--- config.mk ---
export PLATFORM = sky130hd
export DESIGN_NAME = uart_tx_arbiter_flat
export DESIGN_NICKNAME = d
export VERILOG_FILES = /design/src/rtl/uart_arb_pkg.sv /design/src/rtl/uart_tx_arbiter_if.sv /design/src/rtl/uart_tx_arbiter_rr_pick.sv /design/src/rtl/uart_tx_arbiter.sv /design/src/flat_wrapper.sv
export SDC_FILE = /design/constraint.sdc
export NUM_CORES = 1
export LEC_CHECK = 0
export BUFFER_PORTS_ARGS = -buffer_cell sky130_fd_sc_hd__buf_2
export CAP_MARGIN = 20
export CORE_ASPECT_RATIO = 1.25
export CORE_MARGIN = 5
export CORE_UTILIZATION = 40
export DETAILED_ROUTE_END_ITERATION = 10
export GPL_TIMING_DRIVEN = 0
export PLACE_DENSITY = 0.69
export SETUP_SLACK_MARGIN = 0.2
export SYNTH_ARGS = -nofsm -noshare
export SYNTH_HDL_FRONTEND = slang
export SYNTH_SLANG_ARGS = --single-unit
export TNS_END_PERCENT = 5
--- constraint.sdc ---
create_clock -name Clock -period 6 [get_ports Clock]
set_clock_uncertainty 0.2 [all_clocks]
set_input_delay 1.2 -clock Clock [delete_from_list [all_inputs] [get_ports Clock]]
set_output_delay 1.2 -clock Clock [all_outputs]
set_load 0.02 [all_outputs]
--- src/rtl/uart_arb_pkg.sv ---
// Shared types and defaults for the UART transmit arbiter.
// Holds the FSM encoding, header/timeout defaults and the common log2 helper.
package uart_arb_pkg;

   typedef enum logic [1:0] {
      ST_IDLE    = 2'd0,
      ST_HEADER  = 2'd1,
      ST_PAYLOAD = 2'd2
   } arb_state_e;

   localparam logic [7:0] HEADER_BASE_DEFAULT  = 8'hF0;
   localparam int         IDLE_TIMEOUT_DEFAULT = 1024;

   // Ceiling log2; a value of 1 yields 0.
   function automatic int arb_log2(input int value);
      int r;
      r = 0;
      for (int k = 0; k < 31; k++) begin
         if ((1 << r) < value) r = r + 1;
      end
      return r;
   endfunction

endpackage

--- src/rtl/uart_tx_arbiter_if.sv ---
// Request-side byte streams plus the transmitter-side byte interface and status.
// master = arbiter, slave = requesters/transmitter/observer.
interface uart_tx_arbiter_if #(
   parameter int NumPorts    = 4,
   parameter int PortIdWidth = 2
);
   logic [8*NumPorts-1:0] ReqData;
   logic [NumPorts-1:0]   ReqValid;
   logic [NumPorts-1:0]   ReqLast;
   logic [NumPorts-1:0]   ReqReady;
   logic [7:0]            TxData;
   logic                  TxValid;
   logic                  TxReady;
   logic [PortIdWidth-1:0] Grant;
   logic                  Busy;
   logic                  Abort;

   modport master (
      input  ReqData, ReqValid, ReqLast, TxReady,
      output ReqReady, TxData, TxValid, Grant, Busy, Abort
   );

   modport slave (
      output ReqData, ReqValid, ReqLast, TxReady,
      input  ReqReady, TxData, TxValid, Grant, Busy, Abort
   );
endinterface

--- src/rtl/uart_tx_arbiter_rr_pick.sv ---
// Combinational round-robin picker: first requester above last_grant, with wrap.
// Reusable by any arbiter that keeps its own last-grant register.
module rr_pick
   import uart_arb_pkg::*;
#(
   parameter int NumPorts    = 4,
   parameter int PortIdWidth = arb_log2(NumPorts)
) (
   input  logic [NumPorts-1:0]    req,
   input  logic [PortIdWidth-1:0] last_grant,
   output logic [PortIdWidth-1:0] winner,
   output logic                   any_req
);

   logic [PortIdWidth-1:0] cand;

   // Scan from farthest to nearest so the nearest valid port overwrites last.
   always_comb begin
      // NOTE: every signal written here gets a default first, so no path can infer a latch.
      winner  = '0;
      any_req = 1'b0;
      cand    = '0;
      for (int i = NumPorts; i >= 1; i--) begin
         cand = PortIdWidth'((int'(last_grant) + i) % NumPorts);
         if (req[cand]) begin
            winner  = cand;
            any_req = 1'b1;
         end
      end
   end

endmodule

--- src/rtl/uart_tx_arbiter.sv ---
// Shares one UART transmitter among NumPorts byte streams, round-robin per message,
// with an optional per-port header byte and an idle-timeout release of a stalled sender.
module uart_tx_arbiter
   import uart_arb_pkg::*;
#(
   parameter int         NumPorts         = 4,
   parameter int         PortIdWidth      = arb_log2(NumPorts),
   parameter int         HeaderEnable     = 1,
   parameter logic [7:0] HeaderBase       = HEADER_BASE_DEFAULT,
   parameter int         IdleTimeout      = IDLE_TIMEOUT_DEFAULT,
   parameter int         IdleCounterWidth = arb_log2(IdleTimeout) + 1
) (
   input logic               Clock,
   input logic               Reset_n,
   uart_tx_arbiter_if.master bus
);

   arb_state_e                  state_q, state_d;
   logic [PortIdWidth-1:0]      grant_q, grant_d;
   logic [PortIdWidth-1:0]      last_grant_q, last_grant_d;
   logic [IdleCounterWidth-1:0] idle_cnt_q, idle_cnt_d;

   logic [PortIdWidth-1:0] pick_idx;
   logic                   pick_any;
   logic [NumPorts-1:0]    req_ready;
   logic [7:0]             tx_data;
   logic                   tx_valid;
   logic                   abort;
   logic                   g_valid;

   rr_pick #(
      .NumPorts    (NumPorts),
      .PortIdWidth (PortIdWidth)
   ) u_rr_pick (
      .req        (bus.ReqValid),
      .last_grant (last_grant_q),
      .winner     (pick_idx),
      .any_req    (pick_any)
   );

   assign g_valid = bus.ReqValid[grant_q];

   always_comb begin
      state_d      = state_q;
      grant_d      = grant_q;
      last_grant_d = last_grant_q;
      idle_cnt_d   = idle_cnt_q;
      tx_data      = '0;
      tx_valid     = 1'b0;
      req_ready    = '0;
      abort        = 1'b0;
      unique case (state_q)
         ST_IDLE: begin
            if (pick_any) begin
               grant_d      = pick_idx;
               last_grant_d = pick_idx;
               idle_cnt_d   = '0;
               state_d      = (HeaderEnable != 0) ? ST_HEADER : ST_PAYLOAD;
            end
         end
         ST_HEADER: begin
            tx_valid = 1'b1;
            tx_data  = HeaderBase + 8'(grant_q);
            if (bus.TxReady) begin
               idle_cnt_d = '0;
               state_d    = ST_PAYLOAD;
            end
         end
         ST_PAYLOAD: begin
            tx_data            = bus.ReqData[{grant_q, 3'b000} +: 8];
            tx_valid           = g_valid;
            req_ready[grant_q] = bus.TxReady;
            // A transfer always beats a simultaneous timeout; backpressure never counts.
            if (g_valid && bus.TxReady) begin
               idle_cnt_d = '0;
               if (bus.ReqLast[grant_q]) state_d = ST_IDLE;
            end else if (!g_valid) begin
               if (idle_cnt_q == IdleCounterWidth'(IdleTimeout)) begin
                  abort      = 1'b1;
                  idle_cnt_d = '0;
                  state_d    = ST_IDLE;
               end else begin
                  idle_cnt_d = idle_cnt_q + 1'b1;
               end
            end
         end
         default: state_d = ST_IDLE;
      endcase
   end

   always_ff @(posedge Clock or negedge Reset_n) begin
      // NOTE: state flops use non-blocking assignments so every register samples pre-edge values.
      if (!Reset_n) begin
         state_q      <= ST_IDLE;
         grant_q      <= '0;
         last_grant_q <= PortIdWidth'(NumPorts - 1);
         idle_cnt_q   <= '0;
      end else begin
         state_q      <= state_d;
         grant_q      <= grant_d;
         last_grant_q <= last_grant_d;
         idle_cnt_q   <= idle_cnt_d;
      end
   end

   assign bus.ReqReady = req_ready;
   assign bus.TxData   = tx_data;
   assign bus.TxValid  = tx_valid;
   assign bus.Grant    = grant_q;
   assign bus.Busy     = (state_q != ST_IDLE);
   assign bus.Abort    = abort;

endmodule

--- src/flat_wrapper.sv ---
// flat-port wrapper written by rule: the top's interface ports become plain ports
module uart_tx_arbiter_flat import uart_arb_pkg::*;
#(
   parameter int         NumPorts         = 4,
   parameter int         PortIdWidth      = arb_log2(NumPorts),
   parameter int         HeaderEnable     = 1,
   parameter logic [7:0] HeaderBase       = HEADER_BASE_DEFAULT,
   parameter int         IdleTimeout      = IDLE_TIMEOUT_DEFAULT,
   parameter int         IdleCounterWidth = arb_log2(IdleTimeout) + 1
)
  (Clock, Reset_n, bus_ReqData, bus_ReqValid, bus_ReqLast, bus_TxReady, bus_ReqReady, bus_TxData, bus_TxValid, bus_Grant, bus_Busy, bus_Abort);
  uart_tx_arbiter_if #(.NumPorts(NumPorts), .PortIdWidth(PortIdWidth)) bus_i ();
  input logic Clock;
  input logic Reset_n;
  input wire logic [$bits(bus_i.ReqData)-1:0] bus_ReqData;
  input wire logic [$bits(bus_i.ReqValid)-1:0] bus_ReqValid;
  input wire logic [$bits(bus_i.ReqLast)-1:0] bus_ReqLast;
  input wire logic [$bits(bus_i.TxReady)-1:0] bus_TxReady;
  output wire logic [$bits(bus_i.ReqReady)-1:0] bus_ReqReady;
  output wire logic [$bits(bus_i.TxData)-1:0] bus_TxData;
  output wire logic [$bits(bus_i.TxValid)-1:0] bus_TxValid;
  output wire logic [$bits(bus_i.Grant)-1:0] bus_Grant;
  output wire logic [$bits(bus_i.Busy)-1:0] bus_Busy;
  output wire logic [$bits(bus_i.Abort)-1:0] bus_Abort;
  assign bus_i.ReqData = bus_ReqData;
  assign bus_i.ReqValid = bus_ReqValid;
  assign bus_i.ReqLast = bus_ReqLast;
  assign bus_i.TxReady = bus_TxReady;
  assign bus_ReqReady = bus_i.ReqReady;
  assign bus_TxData = bus_i.TxData;
  assign bus_TxValid = bus_i.TxValid;
  assign bus_Grant = bus_i.Grant;
  assign bus_Busy = bus_i.Busy;
  assign bus_Abort = bus_i.Abort;
  uart_tx_arbiter #(.NumPorts(NumPorts), .PortIdWidth(PortIdWidth), .HeaderEnable(HeaderEnable), .HeaderBase(HeaderBase), .IdleTimeout(IdleTimeout), .IdleCounterWidth(IdleCounterWidth)) u_core (.Clock(Clock), .Reset_n(Reset_n), .bus(bus_i));
endmodule
==> results.sh <==
export IMPL_pin_count=60
export IMPL_port_buffers=59
export IMPL_grt_pass1_vias=1414
export IMPL_cts_sinks=17
export IMPL_vias=1458
export IMPL_place_inst=251
export IMPL_power_switching_mw=0.344
export IMPL_root_buffer="clkbuf_8"
export IMPL_min_period_ns=3.64
export IMPL_post_route_util_pct=52.7
export IMPL_finalNonFillerCells=255
export IMPL_vias_per_cell=5.72
export IMPL_holdWs_ns=0.327
export IMPL_worstSetupEndpointType="primary output"
export IMPL_hold_class="flop to flop"
export IMPL_async_flop_share_pct=100
export IMPL_die_h_microns=78.0
export IMPL_crit_fanout=7
export IMPL_drt_wl_total_microns=3830
export IMPL_hold_buffers=0
export IMPL_fin_setup_tns_ns=0
export IMPL_clk_pin_slew_ns=0.06
export IMPL_firstDrtPassIters=4
export IMPL_synth_cell_type_count=39
export IMPL_htree_levels=1
export IMPL_clk_latency_ns=0.25
export IMPL_p_clk_share_pct=11.1
export IMPL_switching_share_pct=44.7
export IMPL_synth_top_cells_by_count="15 x dfrtp_1, 12 x inv_1, 11 x nand2_1, 10 x nor2b_1, 9 x mux4_2"
export IMPL_p_leak_nw=0.923
export IMPL_antenna_cells=0
export IMPL_die_area_sq_mm=0.00502
export IMPL_finalHoldViolations=0
export IMPL_crit_path_start_kind="input port"
export IMPL_yosys_warnings=0
export IMPL_synth_avg_cell_area_sq_um=9.67
export IMPL_fin_area_sq_mm=0.00187
export IMPL_post_cts_resized=0
export IMPL_cts_path_max_buffers=2
export IMPL_nets=266
export IMPL_worstMarginPinSlew_ns=0.529
export IMPL_routabilityCongestion=0.721
export IMPL_drc=0
export IMPL_sequentialPowerShare_pct=21.5
export IMPL_power_frac_comb_pct=67.3
export IMPL_yosysTopAreaCell="dfrtp_1"
export IMPL_fp_row_count=24
export IMPL_placed_area_sq_mm=0.00182
export IMPL_synth_edf_count=0
export IMPL_maxSlewHeadroom_pct=64.6
export IMPL_tritoncts="done"
export IMPL_layout_drive_gt1_share_pct=38.4
export IMPL_outcome="completed"
export IMPL_globalRouteOverflowTotal=0
export IMPL_synth_flop_cell="dfrtp_1"
export IMPL_synth_seq_cells=17
export IMPL_p_int_mw=0.426
export IMPL_period_share_pct=60.7
export IMPL_vdd_drop_max_mv=0.151
export IMPL_synth_nets=202
export IMPL_netlist_area_sq_mm=0.00148
export IMPL_drv_slew=0
export IMPL_hpwl_microns=3070
export IMPL_synth_area_top_cells="dfrtp_1 25%, mux4_2 14%, ha_1 5.1%"
export IMPL_grt_start_max_net_pins=18
export IMPL_path_class="input port to primary output"
export IMPL_synthCells=153
export IMPL_fp_coreArea_sq_mm=0.00354
export IMPL_fillers=337
export IMPL_worst_ep_arrival_time_ns=2.24
export IMPL_max_freq_mhz=275
export IMPL_wl_per_cell_microns=15.0
export IMPL_ant_nets=0
export IMPL_max_cap_viol_count=0
export IMPL_rsz0062_at_grt="false"
export IMPL_synth_seq_area_share_pct=28.9
export IMPL_antenna_found_initial=0
export IMPL_dieWidth_microns=64.4
export IMPL_yosys_area_top_type_share_pct=25.4
export IMPL_area_growth_pct=26.3
export IMPL_grt_usage_pct=15.9
export IMPL_drtIter0Drc=68
export IMPL_setup_viol=0
export IMPL_cts_buffers=3
export IMPL_required_ns=4.60
export IMPL_pwr_density_cell_mw_per_mm2=412
export IMPL_grt_pass1_wl_microns=6490
export IMPL_yosysMostFrequentCell="dfrtp_1"
export IMPL_post_cts_setup_buffer_count=0
export IMPL_initial_core_util_pct=41.7
==> cell type report <==
type | instances | area (sq um) | area share [%]
clock buffer | 4 | 45.0 | 2.41
sequential | 17 | 428 | 22.9
buffer | 7 | 51.3 | 2.75
multi-input combinational | 117 | 955 | 51.1
tap | 39 | 48.8 | 2.61
timing repair buffer | 59 | 295 | 15.8
inverter | 12 | 45.0 | 2.41
==> critical path, cell delays in order <==
cell and delay (ns):
buf_2 0.14, mux4_2 0.49, nor3_1 0.21, buf_2 0.20
==> through the flow <==
step                total power, mW  setup WS [ns]
global placement              0.681           2.40
global route                  0.833           2.30
finish                        0.770           2.36
detailed placement            0.689           2.37
floorplan                     0.557           2.43
CTS                           0.778           2.37
==> power by group through the flow <==
stage | logic, mW | clock network [mW] | registers (mW)
2_1_floorplan | 0.385 | 0 | 0.172
3_3_place_gp | 0.514 | 0 | 0.167
3_5_place_dp | 0.521 | 0 | 0.168
4_1_cts | 0.523 | 0.0887 | 0.166
5_1_grt | 0.568 | 0.0952 | 0.170
6_report | 0.518 | 0.0858 | 0.166
==> worst paths after layout <==
path / start / to / slack, ns / cells past startpoint
max: bus_ReqValid[3] / bus_Abort / 2.36 / 4
min: u_core.last_grant_q[0] / u_core.last_grant_q[0] / 0.33 / 2
max reg2reg: u_core.state_q[1] / u_core.idle_cnt_q[9] / 3.78 / 7
min reg2reg: u_core.last_grant_q[0] / u_core.last_grant_q[0] / 0.33 / 2
max in group asynchronous: Reset_n / u_core.last_grant_q[1] / 4.63 / 1
min in group asynchronous: Reset_n / u_core.idle_cnt_q[9] / 0.66 / 1
==> cells by family (layout without fill, tap and decap cells) <==
kind of cell | count (synthesis) | after routing | synth area share (%)
mux | 15 | 15 | 19.0
fa+ha+maj | 6 | 6 | 5.08
compound gates | 44 | 44 | 21.6
flops | 17 | 17 | 28.9
buf+inv | 19 | 82 | 6.51
simple gates | 52 | 52 | 19.0
==> cells in the final DEF (no fill, tap or decap), types with 2 or more instances in the layout <==
cell,n
buf_2,61
dfrtp_1,15
inv_1,12
nand2_1,11
nor2b_1,10
mux4_2,9
a21oi_1,7
nor3_1,6
o21ai_0,6
ha_1,6
nor2_1,5
nand3_1,4
and3_1,4
mux2i_1,4
a2bb2oi_1,4
a22o_1,4
a21o_1,4
buf_6,3
clkbuf_1,3
a21boi_0,3
nor4_1,3
nand4_1,3
nand2b_1,3
o21bai_1,3
o31ai_1,3
clkbuf_8,3
a22oi_1,2
o2bb2ai_1,2
dfstp_2,2
==> flip-flops by register name, indices dropped and copies added, names as in the netlist <==
signal,cells
u_core.state_q,2
u_core.last_grant_q,2
u_core.idle_cnt_q,11
u_core.bus.Grant,2
==> routing by layer <==
metal / GRT usage, % / vias to the layer above / share of wire [%]
met2: 26.8 / 66 / 47
met4: 5.71 / 0 / 1.5
met1: 19.8 / 683 / 42
met3: 3.47 / 5 / 9.3
met5: 0 / - / 0
li1: - / 704 / -
Note: power is estimated with default switching activity, not from simulation.
